$ cat src/rtl/mvau_inp_buffer.sv
// mvau_inp_buffer
//
// Input-activation buffer in front of the matrix-vector unit. One input
// vector arrives as SF words of SIMD activations. Each word is forwarded to
// the MVU as soon as it is accepted and is also stored. Once the vector is
// complete, the stored copy is replayed NF-1 more times so that every PE fold
// sees the full vector.
//
// Ports:
//   clk          rising-edge clock
//   rst_n        asynchronous reset, active HIGH despite its name
//   in_v         input word valid
//   in_rdy       buffer can take an input word this cycle
//   in_data      input word, activation k at [k*TSrcI +: TSrcI]
//   out_v        output word valid
//   out_rdy      MVU takes the output word this cycle
//   out_data     activation word to the MVU
//   out_sf_last  out_data is the last word of the current pass
//   out_last     out_data is the last word of the last pass of this vector
module mvau_inp_buffer #(
  parameter int unsigned SIMD    = 2,
  parameter int unsigned TSrcI   = 4,
  parameter int unsigned MatrixW = 8,
  parameter int unsigned MatrixH = 6,
  parameter int unsigned PE      = 2
) (
  input  logic                  clk,
  input  logic                  rst_n,
  input  logic                  in_v,
  output logic                  in_rdy,
  input  logic [SIMD*TSrcI-1:0] in_data,
  output logic                  out_v,
  input  logic                  out_rdy,
  output logic [SIMD*TSrcI-1:0] out_data,
  output logic                  out_sf_last,
  output logic                  out_last
);

  localparam int unsigned W  = SIMD * TSrcI;
  localparam int unsigned SF = MatrixW / SIMD;
  localparam int unsigned NF = MatrixH / PE;
  localparam int unsigned PW = (SF > 1) ? $clog2(SF) : 1;
  localparam int unsigned NW = (NF > 1) ? $clog2(NF) : 1;

  localparam logic [PW-1:0] SF_MAX = PW'(SF - 1);
  localparam logic [NW-1:0] NF_MAX = NW'(NF - 1);

  // Refuse to elaborate with a fold configuration that cannot be built.
  if ((SF < 1) || (NF < 1) || ((MatrixW % SIMD) != 0) || ((MatrixH % PE) != 0))
  begin : g_bad_params
    $error("mvau_inp_buffer: MatrixW/SIMD and MatrixH/PE must be whole numbers >= 1");
  end

  typedef enum logic {
    FILL,
    REPLAY
  } state_e;

  state_e          state_q, state_d;
  logic [PW-1:0]   wr_ptr_q, wr_ptr_d;
  logic [PW-1:0]   rd_ptr_q, rd_ptr_d;
  logic [NW-1:0]   nf_cnt_q, nf_cnt_d;
  logic            out_v_q, out_v_d;
  logic [W-1:0]    out_data_q, out_data_d;
  logic            out_sf_last_q, out_sf_last_d;
  logic            out_last_q, out_last_d;

  logic [W-1:0]    mem_q [SF];
  logic [W-1:0]    rd_word;
  logic            load;
  logic            accept;
  logic            wr_last;
  logic            rd_last;
  logic            nf_last;

  // Storage is not reset: every entry is written in FILL before REPLAY reads it.
  always_ff @(posedge clk) begin
    if (accept) begin
      mem_q[wr_ptr_q] <= in_data;
    end
  end

  // Asynchronous read lets the first replay word follow the last fill word
  // without a bubble, even when the vector is a single word.
  assign rd_word = mem_q[rd_ptr_q];

  assign wr_last = (wr_ptr_q == SF_MAX);
  assign rd_last = (rd_ptr_q == SF_MAX);
  assign nf_last = (nf_cnt_q == NF_MAX);

  // The output register advances whenever it is empty or being drained.
  // in_rdy is also gated by reset so nothing is offered while reset is held.
  always_comb begin
    load   = !out_v_q || out_rdy;
    in_rdy = (state_q == FILL) && load && !rst_n;
    accept = in_v && in_rdy;
  end

  // Next-state logic: FILL forwards and stores, REPLAY re-reads storage.
  always_comb begin
    state_d       = state_q;
    wr_ptr_d      = wr_ptr_q;
    rd_ptr_d      = rd_ptr_q;
    nf_cnt_d      = nf_cnt_q;
    out_v_d       = out_v_q;
    out_data_d    = out_data_q;
    out_sf_last_d = out_sf_last_q;
    out_last_d    = out_last_q;

    case (state_q)
      FILL: begin
        if (accept) begin
          out_v_d       = 1'b1;
          out_data_d    = in_data;
          out_sf_last_d = wr_last;
          out_last_d    = wr_last && (NF == 1);
          if (wr_last) begin
            wr_ptr_d = '0;
            if (NF > 1) begin
              state_d  = REPLAY;
              rd_ptr_d = '0;
              nf_cnt_d = NW'(1);
            end
          end else begin
            wr_ptr_d = wr_ptr_q + PW'(1);
          end
        end else if (load) begin
          // Input starved: the drained word is not repeated.
          out_v_d = 1'b0;
        end
      end

      REPLAY: begin
        if (load) begin
          out_v_d       = 1'b1;
          out_data_d    = rd_word;
          out_sf_last_d = rd_last;
          out_last_d    = rd_last && nf_last;
          if (rd_last) begin
            rd_ptr_d = '0;
            if (nf_last) begin
              state_d  = FILL;
              nf_cnt_d = '0;
              wr_ptr_d = '0;
            end else begin
              nf_cnt_d = nf_cnt_q + NW'(1);
            end
          end else begin
            rd_ptr_d = rd_ptr_q + PW'(1);
          end
        end
      end

      default: state_d = FILL;
    endcase
  end

  // State and output register; reset discards any partial vector.
  always_ff @(posedge clk or posedge rst_n) begin
    if (rst_n) begin
      state_q       <= FILL;
      wr_ptr_q      <= '0;
      rd_ptr_q      <= '0;
      nf_cnt_q      <= '0;
      out_v_q       <= 1'b0;
      out_data_q    <= '0;
      out_sf_last_q <= 1'b0;
      out_last_q    <= 1'b0;
    end else begin
      state_q       <= state_d;
      wr_ptr_q      <= wr_ptr_d;
      rd_ptr_q      <= rd_ptr_d;
      nf_cnt_q      <= nf_cnt_d;
      out_v_q       <= out_v_d;
      out_data_q    <= out_data_d;
      out_sf_last_q <= out_sf_last_d;
      out_last_q    <= out_last_d;
    end
  end

  assign out_v       = out_v_q;
  assign out_data    = out_data_q;
  assign out_sf_last = out_sf_last_q;
  assign out_last    = out_last_q;

endmodule

$ cat config.mk
export PLATFORM = sky130hd
export DESIGN_NAME = mvau_inp_buffer
export DESIGN_NICKNAME = d
export VERILOG_FILES = /design/src/rtl/mvau_inp_buffer.sv
export SDC_FILE = /design/constraint.sdc
export NUM_CORES = 1
export LEC_CHECK = 0
export BUFFER_PORTS_ARGS = -buffer_cell sky130_fd_sc_hd__buf_2
export CAP_MARGIN = 20
export CORE_UTILIZATION = 57
export CTS_CLUSTER_DIAMETER = 60
export DETAILED_ROUTE_END_ITERATION = 7
export PLACE_DENSITY = 0.75
export SYNTH_ARGS = -nofsm -noshare
export SYNTH_HDL_FRONTEND = slang
export SYNTH_SLANG_ARGS = --single-unit
export TNS_END_PERCENT = 50
$ cat constraint.sdc
create_clock -name clk -period 1.82 [get_ports clk]
set_clock_uncertainty 0.05 [all_clocks]
set_input_delay 0.091 -clock clk [delete_from_list [all_inputs] [get_ports clk]]
set_output_delay 0.091 -clock clk [all_outputs]
set_load 0.05 [all_outputs]
==> results of run 1 <==
cell usage in the layout, fill, tap and decap left out, types with 4 or more instances in the layout:
cell / n
a221oi_2: 8
ha_1: 5
clkbuf_8: 6
mux2i_1: 9
a21oi_1: 11
and2_1: 5
edfxtp_1: 32
nor2_1: 19
mux2_4: 8
dfrtp_1: 18
inv_1: 4
buf_2: 23
dlygate4sd3_1: 8
nand2_1: 6
per-layer routing:
layer	routed length [µm]	vias up	GRT usage, %
li1	-	641	-
met1	1745	683	25.45
met2	2117	30	37.89
met3	155	6	6.786
met4	45	0	9.722
met5	0	-	0
per-stage QoR:
step                cells  utilization [%]  hold slack, ns
floorplan             154                -        -0.02043
global placement      221            64.55          0.2038
detailed placement    221            64.55          0.2314
CTS                   236            69.03        0.006524
global route          237            69.30        0.006242
finish                237            69.30        0.009052
cells in the mapped netlist, types with 4 or more instances:
cell	count	share of area, %
a21oi_1	11	2.5
inv_1	4	0.68
mux2i_1	9	4.1
buf_2	4	0.90
dfrtp_1	18	20
and2_1	5	1.4
edfxtp_1	32	43
mux2_4	8	5.4
nor2_1	19	3.2
a221oi_2	8	5.4
nand2_1	6	1.0
ha_1	5	2.8
worst max-delay path: stages, from the launching register on:
cell and delay (ns):
dfrtp_1 0.43, nand2b_4 0.12, and3_1 0.32, and2_1 0.46
power by group through the flow:
stage,registers [W],clock network (W),logic (W)
after detailed placement,0.00160,0,0.00171
final,0.00158,0.000660,0.00172
after global placement,0.00158,0,0.00167
after CTS,0.00158,0.000667,0.00173
after global routing,0.00160,0.000709,0.00185
after floorplan,0.00196,0,0.000996
cell type report:
| class | count | area, µm² |
|---|---|---|
| well taps | 48 | 60.06 |
| clock buffers | 6 | 82.58 |
| multi-input cells | 92 | 740.7 |
| fillers | 249 | 1132 |
| repair buffers | 34 | 230.2 |
| flip-flops and latches | 50 | 1411 |
| clock inverters | 2 | 12.51 |
| inverters | 5 | 18.77 |
state kept, by name (all words and copies together) (netlist names):
signal and flops:
wr_ptr_q 2, rd_ptr_q 2, mem_q 32, out_sf_last 1, out_data 8, out_last 1, nf_cnt_q 2, state_q 1
out_v 1
cells by family (layout without fill, tap and decap cells):
kind of cell / Yosys count / after routing / share of synthesized area, %
adders and majority gates: 5 / 5 / 2.818
muxes: 17 / 17 / 9.471
DFF: 50 / 50 / 63.58
AOI/OAI and AO/OA: 29 / 29 / 11.44
and+or+nand+nor: 41 / 41 / 9.414
buffers and inverters: 12 / 47 / 3.269
path summary, 6_finish.rpt:
check	from	end
hold / removal	in_data[4]	mem_q[1][4]
max in group asynchronous	rst_n	out_data[3]
min in group asynchronous	rst_n	out_v
hold reg to reg	out_data[0]	out_data[0]
setup / recovery	out_v	mem_q[0][6]
setup reg to reg	out_v	mem_q[0][6]
==> flow_metrics.env, run 1 <==
export IMPL_dp_hpwl_um=2645
export IMPL_post_route_period_util_pct=94.70
export IMPL_synth_cell_type_count=34
export IMPL_clock_fmax_mhz=580.2
export IMPL_post_route_drc_count=0
export IMPL_r2r_cells=3
export IMPL_grt_remaining_overflow=0
export IMPL_grt_first_pass_wirelength_um=6527
export IMPL_yosysWarningCount=0
export IMPL_rsz0062_at_grt="no"
export IMPL_combPwrFrac_pct=43.5
export IMPL_cp_start_kind="flip-flop"
export IMPL_cp_max_fo=9
export IMPL_vias=1360
export IMPL_cts_max_path_buffers=2
export IMPL_diodes=0
export IMPL_clkPwrFrac_pct=16.7
export IMPL_r2r_setup_slack_ns=0.1
export IMPL_hold_viol=0
export IMPL_cts_root_buffer="clkbuf_8"
export IMPL_synth_edff_count=32
export IMPL_die_area_mm2=0.004147
export IMPL_p_leak_nw=1.001
export IMPL_gr_usage_all_layers_pct=22.17
export IMPL_holdPathStages=1
export IMPL_hold_buffers=7
export IMPL_synthArstFlopShare_pct=36.00
export IMPL_htreeDepth=2
export IMPL_post_place_ws_ns=0.1153
export IMPL_synth_flop_cell="edfxtp_1"
export IMPL_tightest_slew_ns=0.7497
export IMPL_worst_slack_ns=0.09640
export IMPL_core_mm2=0.003689
export IMPL_worstSkewPairLatency_ns=0.30
export IMPL_crit_type="reg -> reg"
export IMPL_netlist_instances=154
export IMPL_p_int_w=0.002362
export IMPL_p_sw_w=0.001597
export IMPL_rows=22
export IMPL_ant_nets=0
export IMPL_cts_buffers_inserted=5
export IMPL_vias_per_cell=5.738
export IMPL_drive_above_1_share_pct=29.10
export IMPL_cts_setup_buffers=0
export IMPL_first_pass_iters=4
export IMPL_grt_max_degree=20
export IMPL_seq_power_share_pct=39.8
export IMPL_fin_setup_tns_ns=0
export IMPL_die_width_um=64.40
export IMPL_post_dp_cell_area_mm2=0.002381
export IMPL_cts_resized=0
export IMPL_outcome="complete, no violations"
export IMPL_layout_min_cycle_time_ns=1.724
export IMPL_ir_worst_vdd_mv=0.6474
export IMPL_layout_nets=205
export IMPL_pwr_density_cell_mw_per_mm2=1549
export IMPL_crit_arrival_ns=1.62
export IMPL_grt_pass1_vias=1423
export IMPL_synth_area_mm2=0.002220
export IMPL_die_h_um=64.40
export IMPL_wl_per_cell_um=17.15
export IMPL_critPathRequiredTime_ns=1.72
export IMPL_drtIter0Drc=106
export IMPL_routed_wl_um=4064
export IMPL_antenna_found_initial=0
export IMPL_drv_cap=0
export IMPL_area_growth_pct=15.16
export IMPL_clk_pin_slew_ns=0.09
export IMPL_worstSetupEndpointType="flip-flop"
export IMPL_initial_core_util_pct=60.18
export IMPL_ioPinCount=24
export IMPL_cts_sinks=50
export IMPL_relSlewSlack_pct=49.97
export IMPL_cts_tree="yes"
export IMPL_holdCritPathClass="in -> reg"
export IMPL_setup_viol=0
export IMPL_ys_ff_latch=50
export IMPL_final_area_mm2=0.002556
export IMPL_seq_area_frac_synth_pct=63.59
export IMPL_drv_slew=0
export IMPL_finalPower_w=0.003959
export IMPL_io_buffers=23
export IMPL_gp_congestion=0.7507
export IMPL_avgSynthCellArea_um2=14.41
export IMPL_p_sw_share_pct=40.33
export IMPL_synth_nets=171
No activity file was read; power rests on OpenSTA's default activity.
==> inputs of run 2 (changes only) <==
--- a/config.mk
+++ b/config.mk
@@ -5,12 +5,14 @@
 export SDC_FILE = /design/constraint.sdc
 export NUM_CORES = 1
 export LEC_CHECK = 0
+export ABC_AREA = 1
 export BUFFER_PORTS_ARGS = -buffer_cell sky130_fd_sc_hd__buf_2
 export CAP_MARGIN = 20
-export CORE_UTILIZATION = 57
+export CORE_MARGIN = 1.5
+export CORE_UTILIZATION = 58
 export CTS_CLUSTER_DIAMETER = 60
 export DETAILED_ROUTE_END_ITERATION = 7
-export PLACE_DENSITY = 0.75
+export PLACE_DENSITY = 0.76
 export SYNTH_ARGS = -nofsm -noshare
 export SYNTH_HDL_FRONTEND = slang
 export SYNTH_SLANG_ARGS = --single-unit
==> run 2 against run 1 <==
Compared with the run above:
- count of clock-buffer cells in the layout increased by 2
- via count up 21%
- worst setup slack improved by 0.19 ns
- worst hold slack barely moved
- sequential share of layout area decreased by 1.9 points
- die area rose by 4.9%
- largest cell class unchanged
==> flow_metrics.env, run 2 <==
export IMPL_final_common_cell="nand2_1"
export IMPL_crit_arrival_ns=1.50
export IMPL_ir_worst_vdd_mv=0.6382
export IMPL_min_from="in_data[4]"
export IMPL_grt_first_pass_wirelength_um=7169
export IMPL_fin_setup_tns_ns=0
export IMPL_met1_usage_pct=30.32
export IMPL_netlist_top_cell_by_area="edfxtp_1"
export IMPL_fillers=290
export IMPL_synth_cell_type_count=24
export IMPL_seq_area_frac_synth_pct=61.37
export IMPL_drv_cap=0
export IMPL_p_sw_w=0.001327
export IMPL_r2r_end="mem_q[1][0]"
export IMPL_routed_wl_um=4375
export IMPL_clock_fmax_mhz=650.7
export IMPL_fin_cells=327
export IMPL_vias_per_cell=5.018
export IMPL_initial_core_util_pct=61.43
export IMPL_clkPwrFrac_pct=18.1
export IMPL_top_register="mem_q"
export IMPL_cp_max_fo=11
export IMPL_hold_ws_ns=0.008801
export IMPL_holdPathEnd="mem_q[1][4]"
export IMPL_htreeDepth=2
export IMPL_seq_power_share_pct=45.9
export IMPL_io_buffers=23
export IMPL_combPwrFrac_pct=36.1
export IMPL_core_mm2=0.003744
export IMPL_ant_nets=0
export IMPL_use_met2_pct=37.50
export IMPL_synth_flop_cell="edfxtp_1"
export IMPL_dp_hpwl_um=3153
export IMPL_met3_usage_pct=4.089
export IMPL_setup_viol=0
export IMPL_layout_nets=295
export IMPL_post_place_ws_ns=0.3347
export IMPL_holdPathStages=1
export IMPL_netlist_instances=239
export IMPL_die_area_mm2=0.004352
export IMPL_cts_sinks=50
export IMPL_die_h_um=65.97
export IMPL_ioPinCount=24
export IMPL_synth_nets=256
export IMPL_cts_tree="yes"
export IMPL_p_leak_nw=1.273
export IMPL_grt_max_degree=22
export IMPL_rsz0062_at_grt="no"
export IMPL_cts_max_path_buffers=2
export IMPL_area_growth_pct=15.02
export IMPL_holdCritPathClass="in -> reg"
export IMPL_busiest_layer="met2"
export IMPL_slowest_stage="dlygate4sd3_1"
export IMPL_drive_above_1_share_pct=17.92
export IMPL_ys_ff_latch=50
export IMPL_gp_congestion=0.7721
export IMPL_finalPower_w=0.003360
export IMPL_tightest_slew_ns=0.7047
export IMPL_r2r_setup_slack_ns=0.33
export IMPL_synth_edff_count=32
export IMPL_drtIter0Drc=105
export IMPL_post_route_drc_count=0
export IMPL_relSlewSlack_pct=52.97
export IMPL_synthArstFlopShare_pct=36.00
export IMPL_cts_buffers_inserted=5
export IMPL_netlist_area_leader_share_pct=41.78
export IMPL_crit_type="in -> reg"
export IMPL_cp_num_buf_inv=3
export IMPL_crit_family="buffers and inverters"
export IMPL_p_sw_share_pct=39.49
export IMPL_hold_viol=0
export IMPL_post_route_period_util_pct=84.44
export IMPL_wl_per_cell_um=13.38
export IMPL_largest_register_ffs=32
export IMPL_cp_start_kind="primary input"
export IMPL_first_pass_iters=4
export IMPL_diodes=0
export IMPL_pwr_density_cell_mw_per_mm2=1270
export IMPL_avgSynthCellArea_um2=9.622
export IMPL_synth_most_common_cell="nand2_1"
export IMPL_drv_slew=0
export IMPL_grt_remaining_overflow=0
export IMPL_cts_root_buffer="clkbuf_8"
export IMPL_grt_pass1_vias=1501
export IMPL_ff_latch_area_mm2=0.001411
export IMPL_p_int_w=0.002033
export IMPL_cp_cell_sequence="dlygate4sd3_1 > buf_2 > nor2_2 > nand3_2 > nor2_1 > buf_4"
export IMPL_worstSetupEndpointType="flip-flop"
export IMPL_layout_min_cycle_time_ns=1.537
export IMPL_die_width_um=65.97
export IMPL_synth_area_leaders="edfxtp_1, dfrtp_1, nand2_1"
export IMPL_antenna_found_initial=0
export IMPL_r2r_cells=4
export IMPL_reg2reg_from="state_q"
export IMPL_final_cell_mix="nand2_1, inv_1, edfxtp_1"
export IMPL_gr_usage_all_layers_pct=23.01
export IMPL_multiInputGateArea_um2=684.4
export IMPL_placed_cells=311
export IMPL_synth_area_mm2=0.002300
export IMPL_rows=22
export IMPL_worst_slack_ns=0.2832
export IMPL_slowest_delay_ns=0.54
export IMPL_synth_top_cells_by_count="nand2_1, inv_1, edfxtp_1"
export IMPL_worstSkewPairLatency_ns=0.30
export IMPL_yosysWarningCount=0
export IMPL_critPathRequiredTime_ns=1.79
export IMPL_vias=1641
export IMPL_clk_pin_slew_ns=0.09
export IMPL_outcome="complete, no violations"
[run 2: cell count changes in the layout (fill, tap and decap cells not counted), sizes merged, moves of 5 or more]
| cell | previous run | this run |
|---|---|---|
| a221oi | 8 | 0 |
| a21oi | 11 | 3 |
| mux2 | 8 | 0 |
| and2 | 5 | 0 |
| nand3 | 1 | 27 |
| nand2 | 6 | 79 |
| inv | 5 | 39 |
| nor2 | 20 | 11 |
| buf | 26 | 32 |
| mux2i | 9 | 0 |
| or2 | 0 | 5 |
[run 2: cells by family (layout without fill, tap and decap cells)]
kind of cell,count (synthesis),count (layout),synth area share [%]
AND/OR/NAND/NOR,128,128,24.76
flip-flops,50,50,61.37
buffers and inverters,47,87,8.868
AO/OA/AOI/OAI,9,9,2.285
adder cells (fa/ha/maj),5,5,2.720
[run 2: per-layer routing]
| metal | vias up | part of all wire, % |
|---|---|---|
| met4 | 0 | 0.23 |
| met3 | 2 | 3.8 |
| met5 | - | 0 |
| li1 | 837 | - |
| met1 | 767 | 45 |
| met2 | 35 | 51 |
[run 2: worst max-delay path by stage]
stage                        from          end  cells past startpoint
after global routing        rst_n  mem_q[1][0]                      6
after global placement    state_q  mem_q[3][6]                      4
final                       rst_n  mem_q[1][0]                      6
after floorplan             out_v  mem_q[0][0]                      4
after CTS                   rst_n  mem_q[0][1]                      6
after detailed placement  state_q  mem_q[0][1]                      4
[run 2: per-stage QoR]
| stage | area [µm²] | util, % |
|---|---|---|
| floorplan | 2300 | - |
| global placement | 2485 | 66.38 |
| detailed placement | 2485 | 66.38 |
| CTS | 2645 | 70.66 |
| global route | 2645 | 70.66 |
| finish | 2645 | 70.66 |
[run 2: power groups by stage]
stage	clock (W)	sequential [W]	combinational [W]
after floorplan	0	0.00190	0.000566
after global placement	0	0.00156	0.00118
after detailed placement	0	0.00156	0.00121
after CTS	0.000625	0.00154	0.00122
after global routing	0.000665	0.00156	0.00134
final	0.000608	0.00154	0.00121
[run 2: layout make-up]
class,instances,share of cell area (%)
repair buffers,40,9.934
inverters,39,5.535
clock buffers,8,3.027
multi-input cells,142,25.88
well taps,48,2.271
flip-flops and latches,50,53.36
[run 2: what timing repair did]
action,CTS,global route
hold endpoints to repair,46,0
resized for setup,0,0
hold buffers,8,0
setup buffers,0,0
